<file path="src/rtl/ws2812_frame_ctl_if.sv">
// rtl/ws2812_frame_ctl_if.sv - frame controller handshake bundle: host start/status, pixel RAM read, bit serializer.
interface ws2812_frame_ctl_if;
    logic        frame_start_in;
    logic [7:0]  ram_rd_addr_out;
    logic [23:0] ram_rd_data_in;
    logic        bit_rdy_out;
    logic        bit_data_out;
    logic        bit_done_in;
    logic        busy_out;
    logic        frame_done_out;
    logic        timeout_out;

    modport master (
        input  frame_start_in,
        input  ram_rd_data_in,
        input  bit_done_in,
        output ram_rd_addr_out,
        output bit_rdy_out,
        output bit_data_out,
        output busy_out,
        output frame_done_out,
        output timeout_out
    );

    modport slave (
        output frame_start_in,
        output ram_rd_data_in,
        output bit_done_in,
        input  ram_rd_addr_out,
        input  bit_rdy_out,
        input  bit_data_out,
        input  busy_out,
        input  frame_done_out,
        input  timeout_out
    );
endinterface

</file>
<file path="src/rtl/ws2812_frame_ctl.sv">
// rtl/ws2812_frame_ctl.sv - WS2812 frame sequencer: reads GRB pixels from RAM and feeds them MSB-first to a bit serializer.
module ws2812_frame_ctl #(
    parameter logic [8:0]  LED_NUM     = 9'd64,
    parameter logic [15:0] CNT_LATCH   = 16'd60000,
    parameter logic [9:0]  CNT_TIMEOUT = 10'd1023
) (
    input  logic                   clk_in,
    input  logic                   rst_n_in,
    ws2812_frame_ctl_if.master     bus
);

    typedef enum logic [2:0] {
        IDLE  = 3'd0,
        READ  = 3'd1,
        LOAD  = 3'd2,
        SEND  = 3'd3,
        WAIT  = 3'd4,
        LATCH = 3'd5,
        DONE  = 3'd6
    } state_t;

    state_t      state;
    state_t      state_nxt;
    logic [8:0]  pix_idx;
    logic [23:0] shreg;
    logic [4:0]  bit_cnt;
    logic [9:0]  to_cnt;
    logic [15:0] latch_cnt;
    logic        busy;
    logic        timeout;
    logic        last_pix;
    logic        to_expire;

    assign last_pix  = (pix_idx == LED_NUM - 9'd1);
    assign to_expire = (to_cnt == CNT_TIMEOUT - 10'd1);

    always_comb begin
        state_nxt = state;
        case (state)
            IDLE:  if (bus.frame_start_in) state_nxt = READ;
            READ:  state_nxt = LOAD;
            LOAD:  state_nxt = SEND;
            SEND:  state_nxt = WAIT;
            WAIT: begin
                // a done arriving on the expiry cycle still counts as a completed bit
                if (bus.bit_done_in) begin
                    if (bit_cnt != 5'd0)
                        state_nxt = SEND;
                    else if (last_pix)
                        state_nxt = LATCH;
                    else
                        state_nxt = READ;
                end else if (to_expire) begin
                    state_nxt = LATCH;
                end
            end
            LATCH: if (latch_cnt == CNT_LATCH - 16'd1) state_nxt = DONE;
            DONE:  state_nxt = IDLE;
            default: state_nxt = IDLE;
        endcase
    end

    always_ff @(posedge clk_in) begin
        if (!rst_n_in) begin
            state     <= IDLE;
            pix_idx   <= 9'd0;
            shreg     <= 24'd0;
            bit_cnt   <= 5'd0;
            to_cnt    <= 10'd0;
            latch_cnt <= 16'd0;
            busy      <= 1'b0;
            timeout   <= 1'b0;
        end else begin
            state <= state_nxt;
            case (state)
                IDLE: begin
                    if (bus.frame_start_in) begin
                        pix_idx <= 9'd0;
                        busy    <= 1'b1;
                        timeout <= 1'b0;
                    end
                end
                LOAD: begin
                    shreg   <= bus.ram_rd_data_in;
                    bit_cnt <= 5'd23;
                end
                WAIT: begin
                    if (bus.bit_done_in) begin
                        shreg <= {shreg[22:0], 1'b0};
                        if (bit_cnt != 5'd0)
                            bit_cnt <= bit_cnt - 5'd1;
                        else if (!last_pix)
                            pix_idx <= pix_idx + 9'd1;
                    end else if (to_expire) begin
                        timeout <= 1'b1;
                    end
                end
                DONE: busy <= 1'b0;
                default: ;
            endcase
            // counters only run in their own state, so each entry starts from zero
            to_cnt    <= (state == WAIT && !bus.bit_done_in) ? to_cnt + 10'd1 : 10'd0;
            latch_cnt <= (state == LATCH) ? latch_cnt + 16'd1 : 16'd0;
        end
    end

    assign bus.ram_rd_addr_out = pix_idx[7:0];
    assign bus.bit_rdy_out     = (state == SEND);
    assign bus.bit_data_out    = (state == SEND || state == WAIT) ? shreg[23] : 1'b0;
    assign bus.busy_out        = busy;
    assign bus.frame_done_out  = (state == DONE);
    assign bus.timeout_out     = timeout;

endmodule

</file>
<file path="src/flat_wrapper.sv">
// flat-port wrapper written by rule: the top's interface ports become plain ports
module ws2812_frame_ctl_flat 
#(
    parameter logic [8:0]  LED_NUM     = 9'd64,
    parameter logic [15:0] CNT_LATCH   = 16'd60000,
    parameter logic [9:0]  CNT_TIMEOUT = 10'd1023
)
  (clk_in, rst_n_in, bus_frame_start_in, bus_ram_rd_data_in, bus_bit_done_in, bus_ram_rd_addr_out, bus_bit_rdy_out, bus_bit_data_out, bus_busy_out, bus_frame_done_out, bus_timeout_out);
  ws2812_frame_ctl_if bus_i ();
  input  logic clk_in;
  input  logic rst_n_in;
  input wire logic [$bits(bus_i.frame_start_in)-1:0] bus_frame_start_in;
  input wire logic [$bits(bus_i.ram_rd_data_in)-1:0] bus_ram_rd_data_in;
  input wire logic [$bits(bus_i.bit_done_in)-1:0] bus_bit_done_in;
  output wire logic [$bits(bus_i.ram_rd_addr_out)-1:0] bus_ram_rd_addr_out;
  output wire logic [$bits(bus_i.bit_rdy_out)-1:0] bus_bit_rdy_out;
  output wire logic [$bits(bus_i.bit_data_out)-1:0] bus_bit_data_out;
  output wire logic [$bits(bus_i.busy_out)-1:0] bus_busy_out;
  output wire logic [$bits(bus_i.frame_done_out)-1:0] bus_frame_done_out;
  output wire logic [$bits(bus_i.timeout_out)-1:0] bus_timeout_out;
  assign bus_i.frame_start_in = bus_frame_start_in;
  assign bus_i.ram_rd_data_in = bus_ram_rd_data_in;
  assign bus_i.bit_done_in = bus_bit_done_in;
  assign bus_ram_rd_addr_out = bus_i.ram_rd_addr_out;
  assign bus_bit_rdy_out = bus_i.bit_rdy_out;
  assign bus_bit_data_out = bus_i.bit_data_out;
  assign bus_busy_out = bus_i.busy_out;
  assign bus_frame_done_out = bus_i.frame_done_out;
  assign bus_timeout_out = bus_i.timeout_out;
  ws2812_frame_ctl #(.LED_NUM(LED_NUM), .CNT_LATCH(CNT_LATCH), .CNT_TIMEOUT(CNT_TIMEOUT)) u_core (.clk_in(clk_in), .rst_n_in(rst_n_in), .bus(bus_i));
endmodule
</file>
<file path="config.mk">
export PLATFORM = sky130hd
export DESIGN_NAME = ws2812_frame_ctl_flat
export DESIGN_NICKNAME = d
export VERILOG_FILES = /design/src/rtl/ws2812_frame_ctl_if.sv /design/src/rtl/ws2812_frame_ctl.sv /design/src/flat_wrapper.sv
export SDC_FILE = /design/constraint.sdc
export NUM_CORES = 1
export LEC_CHECK = 0
export ABC_AREA = 0
export CAP_MARGIN = 15
export CORE_MARGIN = 2
export CORE_UTILIZATION = 40
export DETAILED_ROUTE_END_ITERATION = 10
export PLACE_DENSITY = 0.6
export SETUP_SLACK_MARGIN = 0.15
export SYNTH_ARGS = -nofsm -noshare
export SYNTH_HDL_FRONTEND = slang
export SYNTH_SLANG_ARGS = --single-unit
</file>
<file path="constraint.sdc">
create_clock -name clk_in -period 6.1 [get_ports clk_in]
set_input_delay 1.22 -clock clk_in [delete_from_list [all_inputs] [get_ports clk_in]]
set_output_delay 1.22 -clock clk_in [all_outputs]
set_load 0.01 [all_outputs]
</file>
## After elaboration in Yosys (flattened, before gate mapping)

Cells that the tools add are included.

- Output and inout port bits: 13
- Word-level logic and storage cells: 70
- Input bits: 28
- Flip-flop bits (word level): 69

- Add/subtract/negate cells: 4
- Equality and inequality tests: 18
- Muxes and demuxes: 24
- Reductions and logical operators: 16

Operators by type and width:

| operator | count |
|---|---|
| case mux 24 bit (2 select lines) | 1 |
| two-way mux 9 bit | 4 |
| two-way mux 24 bit | 1 |
| two-way mux 3 bit | 6 |
| case mux 3 bit (6 select lines) | 1 |
| case mux 9 bit (2 select lines) | 1 |
| adder 16 x 1 -> 16 bit (second input constant) | 1 |
| == test 16 bit (second input constant) | 1 |
| adder 10 x 1 -> 10 bit (second input constant) | 1 |
| == test 10 bit (second input constant) | 1 |
| two-way mux 5 bit | 2 |
| != test 2 bit (second input constant) | 5 |
| case mux 5 bit (2 select lines) | 1 |
| adder 9 x 1 -> 9 bit (second input constant) | 1 |
| == test 3 bit (second input constant) | 3 |
| == test 9 x 6 -> 1 bit (second input constant) | 1 |
| AND reduction 2 bit | 4 |
| == test 3 x 2 -> 1 bit (second input constant) | 2 |
| != test 2 x 1 -> 1 bit (second input constant) | 3 |
| AND reduction 3 bit | 2 |
| nonzero test 2 bit | 3 |
| two-way mux 1 bit | 5 |
| AND reduction 5 bit | 1 |
| nonzero test 5 bit | 1 |
| 9 further kinds | 10 |

## Longest topological paths before layout

- Word-level depth: 5
- Depth in mapped cells: 8

## Worst setup path before layout

No wires, ideal clock.

- Path kind: flip-flop to output port
- Start: register u_core.state[1]
- End: output bus_bit_data_out
- Required time: 4.880 ns
- Stages on the path, launching flop included: 5
- Setup slack: 3.620 ns
- Arrival time: 1.260 ns
- Cell sequence: dfxtp_1 buf_2 nor3b_2 clkbuf_1 o21a_1

- Word-level cells in the longest chain between the ends: 3
- Elaborated cells on any way between the ends: 4

Ends and longest elaborated chain:

| item | RTL line | text |
|---|---|---|
| start: declaration | ws2812_frame_ctl.sv:22 | `state_t state;` |
| start signal: assignment | ws2812_frame_ctl.sv:74 | `state <= state_nxt;` |
| == test 3 x 2 -> 1 bit or == test 3 bit (tied branches) | ws2812_frame_ctl.sv:109 | `assign bus.bit_data_out = (state == SEND \|\| state == WAIT) ? shreg[23] : 1'b0;` |
| logical OR 1 bit * | ws2812_frame_ctl.sv:109 |  |
| two-way mux 1 bit * | ws2812_frame_ctl.sv:109 |  |
| end: declaration | flat_wrapper.sv:17 | `output wire logic [$bits(bus_i.bit_data_out)-1:0] bus_bit_data_out;` |

Every way passes the cells marked *; elsewhere a longest branch is shown, timed or not.

## Final worst setup path

- Start: register u_core.state[2]
- End: output bus_bit_data_out

The elaborated chain is that of the path after synthesis.

==> reports/results.tsv <==
metric	value	unit
VDD IR-drop max	0.000176	V
status	complete, no violations	
Max Clk Rate	287	MHz
Post-CTS Hold Fix Bufs	0	
row cnt	33	
max capacitance violation total	0	
filler instances	788	
RSZ-0062 raised after global routing	no	
H-tree Lvls	3	
Mapped Nets	436	
cell taking the most area after synthesis	dfxtp_1	
post-synth top area share	41.7	%
CTS Root Cell	clkbuf_8	
GPL Wtd Cong	0.794	
Die Ht	95.0	µm
post-synthesis sequential area ratio	41.7	%
FF+latch count, synth	69	
Post-CTS Setup Bufs	0	
Lkg Pwr	1.29	nW
Via density	5.27	
area grow syn2layout	18.0	%
warnings from Yosys	0	
commonest cells after routing, fill and taps aside	72 x nand2_1, 69 x dfxtp_1, 53 x nor2_1	
first-pass GRT wire length	11.8	mm
DRT Wirelength	6.90	mm
normalized max-slew margin	34.2	%
skew final	13.8	ps
Syn Area/Cell	8.24	µm²
DRT iter0 DRCs	112	
post-CTS sizing	0	
Final Max Tran Viols	0	
clk sinks	69	
initial antenna violation count	0	
synthesized cell area	3310	µm²
Worst-Skew Late Latency	350	ps
via count of the first global-routing pass	2551	
fin area	3910	µm²
CP Max Fanout	33	
Congestion Overflow GR	0	
arrival time at the worst endpoint	2260	ps
Distinct cells, synth	48	
# setup viols final	0	
CTS tree	built	
critical path class	flop to output pin	
total CTS buffers	9	
pwr dens	251	nW/µm²
worst min path class	flop to flop	
GRT Total Usage	16.9	%
Tightest Pin Transition	986	ps
Post-synth EDFFs	0	
crit path capture type	output pin	
largest net degree at the start of global routing	47	
Most used DFF post-synth	dfxtp_1	
Async SR Flop Fraction	0	%
synthesized instance count	402	
fin nets	458	
clock buffer depth	2	
core area	8130	µm²
layout cell share with drive strength beyond 1	6.06	%
1st-pass router iterations	4	
initial core utilization	40.7	%
data required time of the worst path	4880	ps
Tcrit/Tclk final	57.0	%
Worst Setup Start Kind	flop	
DP Area	3700	µm²
Synth area leaders	dfxtp_1 42%, nand2_1 8.2%, a311oi_1 6.3%, nor2_1 6.0%, xor2_1 3.4%	
Vias	2816	
I/O pin count	41	
Design Power	980	µW
commonest non-fill, non-tap cell in the layout	nand2_1	
DP HPWL	4.61	mm
Setup TNS	0	ps
Final Hold Vio Count	0	
Final min period	3480	ps
Final ANT Viol Nets	0	
DRC	0	
# diodes	0	
Port Buffers	40	
Clock transition at path regs	80	ps
die footprint	9020	µm²
WL/cell	12.9	µm
overall die width	95.0	µm
Yosys cell counts, types with 5 or more instances:
| master | n |
|---|---|
| mux2i_1 | 5 |
| o21ai_0 | 10 |
| nand4_1 | 8 |
| nand2b_1 | 5 |
| dfxtp_1 | 69 |
| xnor2_1 | 6 |
| buf_4 | 8 |
| xor2_1 | 13 |
| buf_2 | 6 |
| clkbuf_1 | 13 |
| nor2_1 | 53 |
| a21oi_1 | 13 |
| or3_1 | 6 |
| nor3_1 | 5 |
| inv_1 | 8 |
| nand2_1 | 72 |
| a311oi_1 | 24 |
| ha_1 | 6 |
| nand3_1 | 17 |
cell families (layout without fill, tap and decap cells):
kind of cell / count (synthesis) / count (layout) / share of synthesized area (%)
buf+inv: 38 / 65 / 5.67
fa+ha+maj: 6 / 6 / 2.27
flops: 69 / 69 / 41.7
simple gates: 194 / 194 / 27.6
compound gates: 70 / 70 / 15.8
xor+xnor: 19 / 19 / 5.03
mux: 6 / 6 / 1.85
registers in the layout (all words and copies together), names as in the netlist:
| register | cells |
|---|---|
| u_core.bit_cnt | 5 |
| u_core.bus.busy_out | 1 |
| u_core.bus.timeout_out | 1 |
| u_core.latch_cnt | 16 |
| u_core.pix_idx | 9 |
| u_core.shreg | 24 |
| u_core.state | 3 |
| u_core.to_cnt | 10 |
through the flow:
stage                     util, %  cells  hold slack, ps  worst slack (ps)
final                        48.0    534             467              2620
after global routing         48.0    534             493              2470
after CTS                    48.0    534             472              2600
after detailed placement     45.5    518             454              2540
after global placement       45.5    518             448              2620
after floorplan                 -    402             430              3620
area by class of cell:
class                   instances  area (µm²)  area share [%]
multi-input cells             295        1750            44.8
well taps                     105         131            3.36
clock inverters                 6        68.8            1.76
inverters                       8        30.0           0.769
clock buffers                  10         138            3.52
flip-flops and latches         69        1380            35.4
repair buffers                 41         408            10.4
where the power goes:
group          switching [mW]  total (mW)  internal [mW]
registers              0.0150       0.486          0.471
logic                  0.0580       0.107         0.0489
clock network           0.184       0.387          0.203
total                   0.257       0.980          0.723
worst max-delay path, stage by stage (launching register included):
cell and delay, ps:
dfxtp_1 600, nor3b_4 250, buf_4 360, o21a_1 160
clkdlybuf4s50_1 530
per-layer routing:
layer  vias up  share of wire, %  GRT usage, %  wire length, µm
met5         -                 0             0                0
met4         0               1.3          6.16               93
met3         9               4.5          5.35              310
met2        59                46          26.4             3170
met1      1282                48          21.9             3330
li1       1466                 -             -                -
path summary, 6_finish.rpt:
kind,start,to,slack (ps),cells past startpoint
worst max-delay path,u_core.state[2]$_SDFFE_PN0P_,bus_bit_data_out,2620,4
worst min-delay path,u_core.latch_cnt[0]$_SDFF_PN0_,u_core.latch_cnt[0]$_SDFF_PN0_,470,1
worst max register to register,u_core.state[2]$_SDFFE_PN0P_,u_core.to_cnt[6]$_SDFF_PN0_,3740,4
worst min register to register,u_core.latch_cnt[0]$_SDFF_PN0_,u_core.latch_cnt[0]$_SDFF_PN0_,470,1
(Power assumes the default switching activity.)
